===== config.mk =====
export PLATFORM = sky130hd
export DESIGN_NAME = cordic_byte_sequencer_flat
export DESIGN_NICKNAME = d
export VERILOG_FILES = /design/src/rtl/cordic_byte_sequencer_pkg.sv /design/src/rtl/cordic_byte_sequencer_if.sv /design/src/rtl/cordic_byte_sequencer.sv /design/src/flat_wrapper.sv
export SDC_FILE = /design/constraint.sdc
export NUM_CORES = 1
export LEC_CHECK = 0
export CORE_MARGIN = 1
export CORE_UTILIZATION = 47
export DETAILED_ROUTE_END_ITERATION = 6
export PLACE_DENSITY = 0.76
export SYNTH_ARGS = -nofsm -noshare
export SYNTH_HDL_FRONTEND = slang
export SYNTH_SLANG_ARGS = --single-unit
export TNS_END_PERCENT = 10

===== constraint.sdc =====
create_clock -name clk -period 4.1 [get_ports clk]
set_clock_uncertainty 0.2 [all_clocks]
set_input_delay 0.615 -clock clk [delete_from_list [all_inputs] [get_ports clk]]
set_output_delay 0.615 -clock clk [all_outputs]
set_load 0.02 [all_outputs]

===== src/rtl/cordic_byte_sequencer_pkg.sv =====
// Shared types and sizing constants for the CORDIC byte sequencer.
// Frame layout: 4 operand bytes in, 6 result bytes out.
package cordic_seq_pkg;

  typedef enum logic [1:0] {
    LOAD,
    START,
    WAIT,
    SEND
  } state_t;

  localparam int IN_BYTES    = 4;
  localparam int OUT_BYTES   = 6;
  localparam int DEF_TIMEOUT = 255;
  localparam int IN_IDX_W    = $clog2(IN_BYTES);
  localparam int OUT_IDX_W   = $clog2(OUT_BYTES);

endpackage


===== src/rtl/cordic_byte_sequencer_if.sv =====
// Byte-serial host port: operand bytes in, result bytes out,
// each direction under its own valid/ready pair.
interface cordic_byte_sequencer_if;

  logic [7:0] in_data;
  logic       in_valid;
  logic       in_ready;
  logic [7:0] out_data;
  logic       out_valid;
  logic       out_ready;

  modport master (
    output in_data,
    output in_valid,
    input  in_ready,
    input  out_data,
    input  out_valid,
    output out_ready
  );

  modport slave (
    input  in_data,
    input  in_valid,
    output in_ready,
    output out_data,
    output out_valid,
    input  out_ready
  );

endinterface


===== src/rtl/cordic_byte_sequencer.sv =====
// Packs host bytes into X/Y, runs the CORDIC core under a
// watchdog, then streams magnitude and phase back bytewise.
module cordic_byte_sequencer
  import cordic_seq_pkg::*;
#(
  parameter int XW      = 16,
  parameter int PW      = 32,
  parameter int TIMEOUT = DEF_TIMEOUT
) (
  input  logic                   clk,
  input  logic                   rst,
  cordic_byte_sequencer_if.slave host,
  output logic                   core_start,
  output logic [XW-1:0]          core_x,
  output logic [XW-1:0]          core_y,
  input  logic                   core_done,
  input  logic [XW-1:0]          core_mag,
  input  logic [PW-1:0]          core_phase,
  output logic                   busy,
  output logic                   timeout_err
);

  localparam int NI    = 2 * XW / 8;
  localparam int NO    = (XW + PW) / 8;
  localparam int NMAX  = (NO > NI) ? NO : NI;
  localparam int IDX_W = $clog2(NMAX);
  localparam int WD_W  = $clog2(TIMEOUT + 1);
  localparam int RW    = XW + PW;

  state_t             state_q, state_d;
  logic [IDX_W-1:0]   idx_q, idx_d;
  logic [WD_W-1:0]    wd_q;
  logic [2*XW-1:0]    opr_q;
  logic [RW-1:0]      res_q, res_d;
  logic               in_ready_q;
  logic               out_valid_q;
  logic [7:0]         out_data_q;
  logic               core_start_q;
  logic               busy_q;
  logic               timeout_err_q;

  logic accept;
  logic got;
  logic expire;

  always_comb begin
    state_d = state_q;
    idx_d   = idx_q;
    accept  = 1'b0;
    got     = 1'b0;
    expire  = 1'b0;
    unique case (state_q)
      LOAD: begin
        if (host.in_valid && in_ready_q) begin
          accept = 1'b1;
          if (idx_q == IDX_W'(NI - 1)) begin
            idx_d   = '0;
            state_d = START;
          end else begin
            idx_d = idx_q + IDX_W'(1);
          end
        end
      end
      START: state_d = WAIT;
      WAIT: begin
        // done takes priority over a simultaneous watchdog expiry
        if (core_done) begin
          got     = 1'b1;
          idx_d   = '0;
          state_d = SEND;
        end else if (wd_q == WD_W'(TIMEOUT - 1)) begin
          expire  = 1'b1;
          idx_d   = '0;
          state_d = LOAD;
        end
      end
      SEND: begin
        if (out_valid_q && host.out_ready) begin
          if (idx_q == IDX_W'(NO - 1)) begin
            idx_d   = '0;
            state_d = LOAD;
          end else begin
            idx_d = idx_q + IDX_W'(1);
          end
        end
      end
      default: state_d = LOAD;
    endcase
  end

  assign res_d = got ? {core_phase, core_mag} : res_q;

  always_ff @(posedge clk) begin
    if (rst) begin
      state_q       <= LOAD;
      idx_q         <= '0;
      wd_q          <= '0;
      opr_q         <= '0;
      res_q         <= '0;
      in_ready_q    <= 1'b1;
      out_valid_q   <= 1'b0;
      out_data_q    <= '0;
      core_start_q  <= 1'b0;
      busy_q        <= 1'b0;
      timeout_err_q <= 1'b0;
    end else begin
      state_q <= state_d;
      idx_q   <= idx_d;
      res_q   <= res_d;
      wd_q    <= (state_q == WAIT) ? wd_q + WD_W'(1) : '0;
      if (accept) begin
        opr_q[int'(idx_q)*8 +: 8] <= host.in_data;
      end
      if (accept && idx_q == '0) begin
        timeout_err_q <= 1'b0;
      end else if (expire) begin
        timeout_err_q <= 1'b1;
      end
      // outputs follow the next state so they are flops, not decodes
      in_ready_q   <= (state_d == LOAD);
      out_valid_q  <= (state_d == SEND);
      core_start_q <= (state_d == START);
      busy_q       <= (state_d != LOAD);
      out_data_q   <= (state_d == SEND) ? res_d[int'(idx_d)*8 +: 8] : 8'h00;
    end
  end

  assign host.in_ready  = in_ready_q;
  assign host.out_valid = out_valid_q;
  assign host.out_data  = out_data_q;
  assign core_start     = core_start_q;
  assign core_x         = opr_q[XW-1:0];
  assign core_y         = opr_q[2*XW-1:XW];
  assign busy           = busy_q;
  assign timeout_err    = timeout_err_q;

endmodule


===== src/flat_wrapper.sv =====
// flat-port wrapper written by rule: the top's interface ports become plain ports
module cordic_byte_sequencer_flat import cordic_seq_pkg::*;
#(
  parameter int XW      = 16,
  parameter int PW      = 32,
  parameter int TIMEOUT = DEF_TIMEOUT
)
  (clk, rst, core_start, core_x, core_y, core_done, core_mag, core_phase, busy, timeout_err, host_in_data, host_in_valid, host_in_ready, host_out_data, host_out_valid, host_out_ready);
  cordic_byte_sequencer_if host_i ();
  input  logic clk;
  input  logic rst;
  output logic core_start;
  output logic [XW-1:0] core_x;
  output logic [XW-1:0] core_y;
  input  logic core_done;
  input  logic [XW-1:0] core_mag;
  input  logic [PW-1:0] core_phase;
  output logic busy;
  output logic timeout_err;
  input wire logic [$bits(host_i.in_data)-1:0] host_in_data;
  input wire logic [$bits(host_i.in_valid)-1:0] host_in_valid;
  output wire logic [$bits(host_i.in_ready)-1:0] host_in_ready;
  output wire logic [$bits(host_i.out_data)-1:0] host_out_data;
  output wire logic [$bits(host_i.out_valid)-1:0] host_out_valid;
  input wire logic [$bits(host_i.out_ready)-1:0] host_out_ready;
  assign host_i.in_data = host_in_data;
  assign host_i.in_valid = host_in_valid;
  assign host_in_ready = host_i.in_ready;
  assign host_out_data = host_i.out_data;
  assign host_out_valid = host_i.out_valid;
  assign host_i.out_ready = host_out_ready;
  cordic_byte_sequencer #(.XW(XW), .PW(PW), .TIMEOUT(TIMEOUT)) u_core (.clk(clk), .rst(rst), .host(host_i), .core_start(core_start), .core_x(core_x), .core_y(core_y), .core_done(core_done), .core_mag(core_mag), .core_phase(core_phase), .busy(busy), .timeout_err(timeout_err));
endmodule

# == Word-level counts from Yosys, hierarchy flattened ==
# Cells that the tools add are included.
# Widths: inputs -> output; s select.
# op_classes
addsub,3
multipliers,0
div_mod_pow,0
n_lt_le_gt_ge,0
eq_ne,8
n_shift,3
muxes,23
bitwise_logic,2
n_reduce_logical,10
# op_table
operator,n
$mux 48,1
$shiftx 48x7->8,1
$neg 6->33,1
$shift 8x33->32 const A,1
$shiftx 8x33->32,1
$bwmux 32,1
$mux 3,6
$mux 2,6
$pmux 3 s3,1
$add 8x1->8 const B,1
$eq 8x8->1 const B,1
$pmux 2 s4,1
$mux 1,7
$eq 2x2->1 const B,3
$reduce_or 2->1,3
$eq 2x1->1 const B,2
$logic_not 2->1,2
$add 3x1->3 const B,1
$eq 3x2->1 const B,1
$eq 3x3->1 const B,1
$logic_and 1x1->1,3
$logic_not 3->1,1
$not 1->1,2
$reduce_bool 2->1,1
# word_totals
regBits,106
latchBits,0
ramBits,0
mem_bits_ro,0
inputBits,61
output_inout_bits,45
word_cells,60
memories,0

# == Depth between registers and ports, before layout ==
# logic_depth
word_depth,7
mapped_depth,9
depth_no_buf,8

# == Worst setup path before layout ==
# OpenSTA, ideal clock, no wires.
# synth_path
kind,reg2reg
startpoint,reg u_core.idx_q[0]
endpoint,"reg u_core.out_data_q[6], in the netlist u_core.host.out_data[6]"
setup_time_ns,0.060
arrival_ns,2.172
required_time_ns,3.840
slack_ns,1.668
stages_incl_launch_ff,9
n_path_buf,0
path_cell_list,dfxtp_1 > inv_1 > ha_1 > nand2b_1 > a311o_1 > a31oi_1 > nor2_1 > nor2_1 > a221o_1
# synth_via
elab_chain_cells,7
# synth_lines
element,line,rtl
"start, declared",cordic_byte_sequencer.sv:31,"logic [IDX_W-1:0] idx_q, idx_d;"
"start signal, assigned",cordic_byte_sequencer.sv:108,idx_q <= idx_d;
branches (longest 7 deep; another with $add 3x1->3),--,
"end signal, assigned",cordic_byte_sequencer.sv:124,out_data_q <= (state_d == SEND) ? res_d[int'(idx_d)*8 +: 8] : 8'h00;
"end, declared",cordic_byte_sequencer.sv:37,logic [7:0] out_data_q;
# Parallel ways; which one is timed is not known.
# A chain may end at the register's enable or synchronous reset.

# == Final worst setup path ==
# layout_path
startpoint,reg u_core.idx_q[0]
endpoint,"reg u_core.out_data_q[0], in the netlist u_core.host.out_data[0]"
# Same word-level chain as after synthesis.

==> summary.md <==
| Metric | Value |
|---|---|
| Area share of the largest cell type after synthesis | 48.3% |
| Worst-case clock buffer depth | 2 |
| Final antenna diode count | 0 |
| Count of flip-flops with a built-in enable after synthesis | 0 |
| Worst min-delay path class | reg -> reg |
| Fraction of layout instances using a drive strength above 1 | 5.48% |
| Largest voltage drop on the vdd net | 0.000191 V |
| Congestion Overflow GR | 0 |
| Minimum clock period after layout | between 3000 and 4000 ps |
| Row cnt | 34 |
| Number of antenna violations at the first check in global routing | 0 |
| Start point of the critical path | u_core.idx_q[0]$_SDFF_PP0_ |
| Number of max-slew violations in the final report | 0 |
| Final design utilization | a little under two thirds |
| Max cap viols | 0 |
| Most frequent cells in the layout | sky130_fd_sc_hd__dfxtp_1 (106), sky130_fd_sc_hd__clkdlybuf4s50_1 (104), sky130_fd_sc_hd__mux2i_1 (88) |
| Crit share post-route | between 70% and 80% |
| Pin count of the biggest net entering global routing | 85 |
| Initial core utilization | 49.4% |
| Seq cells post-synth | between 100 and 150 |
| Global-route met3 utilization | 2.98% |
| Routing usage on met2 | 35.3% |
| Global-route met1 utilization | approximately 28% |
| Detailed-router iteration count before antenna repair | 4 |
| CTS buffer count | 9 |
| Die footprint | just under 10,000 µm² |
| Post-synthesis cell count | approximately 450 |
| Normalized max-slew margin | between 30% and 40% |
| Post-layout net count | roughly 610 |
| Actual transition at the worst max-transition pin | approximately 900 ps |
| Critical Path End Type | register |
| Final TNS setup | 0 ps |
| Data arrival time of the critical path | 3320 ps |
| Post-Place Cells | between 600 and 700 |
| Count of buffers from port buffering | about 110 |
| Clock Sinks | 106 |
| Via count of the first global-routing pass | 3,368 |
| Clock slew at the register clock pins of the worst setup and hold paths | around 100 ps |
| FILL cells | between 700 and 800 |
| Worst hold path stage count | 2 |
| Number of placed I/O pins | between 100 and 150 |
| Via count | ~3,500 |
| Wire length reported by the detailed router | around 10,000 µm |
| Hold violation total from the final report | 0 |
| Synth Net Count | around 520 |
| Final setup violation count | 0 |
| Post-synthesis instance area | around 4400 µm² |
| Top_reg_cell synth | sky130_fd_sc_hd__dfxtp_1 |
| Top post-synthesis cells by area | sky130_fd_sc_hd__dfxtp_1 (48%), sky130_fd_sc_hd__mux2i_1 (20%), sky130_fd_sc_hd__nor2_1 (7.1%) |
| Hold buffer count at cts | 0 |
| Register area share after synthesis | 48.3% |
| Setup crit start kind | register |
| Reg-to-reg startpoint | u_core.idx_q[0]$_SDFF_PP0_ |
| Global-route total usage across every layer | between 20% and 30% |
| Area delta synth->final | 28.7% |
| Die X-Extent | 98.6 µm |
| Start point of the worst hold path | u_core.opr_q[19]$_SDFFE_PP0P_ |
| # H-tree levels | 3 |
| Final Wtd Congestion | around 0.87 |
| Power density cells | between 300 and 400 nW/µm² |
| Largest fanout on the critical path | 16 |
| Iteration-0 DRC Markers | 146 |
| Remaining antenna violation count after routing | 0 |
| Cell type with the largest total area after synthesis | sky130_fd_sc_hd__dfxtp_1 |
| Die H | a little under 100 µm |
| Top Usage Layer GRT | met2 |
| First-pass GRT wire length | between 15,000 and 20,000 µm |
| Start-to-end type of the worst setup path | reg -> reg |
| Synth Warn # | 0 |
| Root buf cell | sky130_fd_sc_hd__clkbuf_8 |
| Sum of net half-perimeters after detailed placement | approximately 7400 µm |
| Average wire length per cell after detail routing | ~16 µm |
| Run status | finished clean |
| Mapped Avg Cell Area | a little under 10 µm² |
| CTS tree | built |
| Number of non-filler instances in the completed layout | about 660 |
| Count of unresolved DRC violations after routing | 0 |
| Number of vias per cell | ~5.3 |
| Required time at the worst-slack endpoint | 4210 ps |
| Number of buffers added for setup after CTS | 0 |
| Setup repair after global routing missed its margin | no |
| Fmax | slightly above 0.3 GHz |
| Commonest non-fill, non-tap cell in the layout | sky130_fd_sc_hd__dfxtp_1 |
| Static leakage power | about 2.5 nW |
| Insertion delay of the later-clocked pin in the worst-skew pair | between 300 and 400 ps |
| Async S/R FF share, synth | 0% |
| Standard cell core area | 8890 µm² |
| Number of cells on the worst reg-to-reg path | 8 |
| Number of instances resized during post-cts repair | 0 |
| Count of unique library cells instantiated by Yosys | between 40 and 50 |
==> cell type report <==
type / instances / area [µm²] / area share (%)
clock buffers: 11 / 131 / 2.33
flip-flops and latches: 106 / 2120 / 37.6
well taps: 108 / 135 / 2.39
multi-input cells: 308 / 2110 / 37.3
clock inverters: 5 / 40.0 / 0.709
inverters: 9 / 33.8 / 0.598
repair buffers: 108 / 1080 / 19.1
==> Yosys cell counts (all sizes together) (2+ instances only) <==
| cell | n |
|---|---|
| xor2 | 4 |
| buf | 11 |
| nor2b | 2 |
| dfxtp | 106 |
| nand3 | 24 |
| clkbuf | 13 |
| a21oi | 21 |
| mux2i | 88 |
| ha | 8 |
| nor3b | 2 |
| nor3 | 2 |
| o21ai | 2 |
| nand4 | 5 |
| nand2 | 26 |
| and2 | 12 |
| nor2 | 83 |
| or2 | 2 |
| or3 | 2 |
| a221o | 8 |
| a211oi | 2 |
| inv | 9 |
==> worst paths after layout <==
| path | endpoint | slack [ps] |
|---|---|---|
| worst max register to register | u_core.host.out_data[0]$_SDFF_PP0_ | 890 |
| worst min-delay path | u_core.opr_q[19]$_SDFFE_PP0P_ | 250 |
| worst max-delay path | u_core.host.out_data[0]$_SDFF_PP0_ | 890 |
| worst min register to register | u_core.opr_q[19]$_SDFFE_PP0P_ | 250 |
==> through the flow <==
stage	power, mW	hold WS, ps	setup slack (ps)	instance area (µm²)
4_1_cts	1.86	259	903	5650
3_3_place_gp	1.28	241	879	5480
6_report	1.85	255	890	5650
3_5_place_dp	1.29	245	795	5480
5_1_grt	1.92	274	702	5650
2_1_floorplan	1.20	253	1670	4390
==> cell families (layout without fill, tap and decap cells) <==
group	count (synthesis)	count (layout)	synth area share [%]
simple gates	166	166	17.7
flops	106	106	48.3
mux	88	88	20.1
compound gates	41	41	6.90
buf+inv	33	133	3.68
fa+ha+maj	8	8	2.28
xor+xnor	5	5	0.998
==> flip-flops by register name, summed over array words and instances (netlist names) <==
register,cells
u_core.opr_q,32
u_core.idx_q,3
u_core.state_q,2
u_core.host.in_ready,1
u_core.core_start,1
u_core.wd_q,8
u_core.host.out_valid,1
u_core.busy,1
u_core.host.out_data,8
u_core.timeout_err,1
u_core.res_q,48
==> worst max-delay path, stage by stage, from the launching register on <==
cell                       delay [ps]
sky130_fd_sc_hd__dfxtp_1          730
sky130_fd_sc_hd__inv_1            140
sky130_fd_sc_hd__ha_1             430
sky130_fd_sc_hd__nand2b_1          90
sky130_fd_sc_hd__a311o_1          360
sky130_fd_sc_hd__a31oi_1          330
sky130_fd_sc_hd__nor2_1           100
sky130_fd_sc_hd__nor2_1           520
sky130_fd_sc_hd__a221o_1          240
==> power by group <==
group	total [mW]	internal (mW)	switching [mW]
clock network	0.583	0.225	0.358
registers	1.05	1.04	0.0121
logic	0.213	0.113	0.100
total	1.85	1.38	0.471
==> routing by layer <==
layer  up-vias  wire length [µm]
met4         0               148
met3        11               399
met5         -                 0
met1      1634              4910
met2       102              4740
li1       1724                 -
Note: power is estimated with default switching activity, not from simulation.
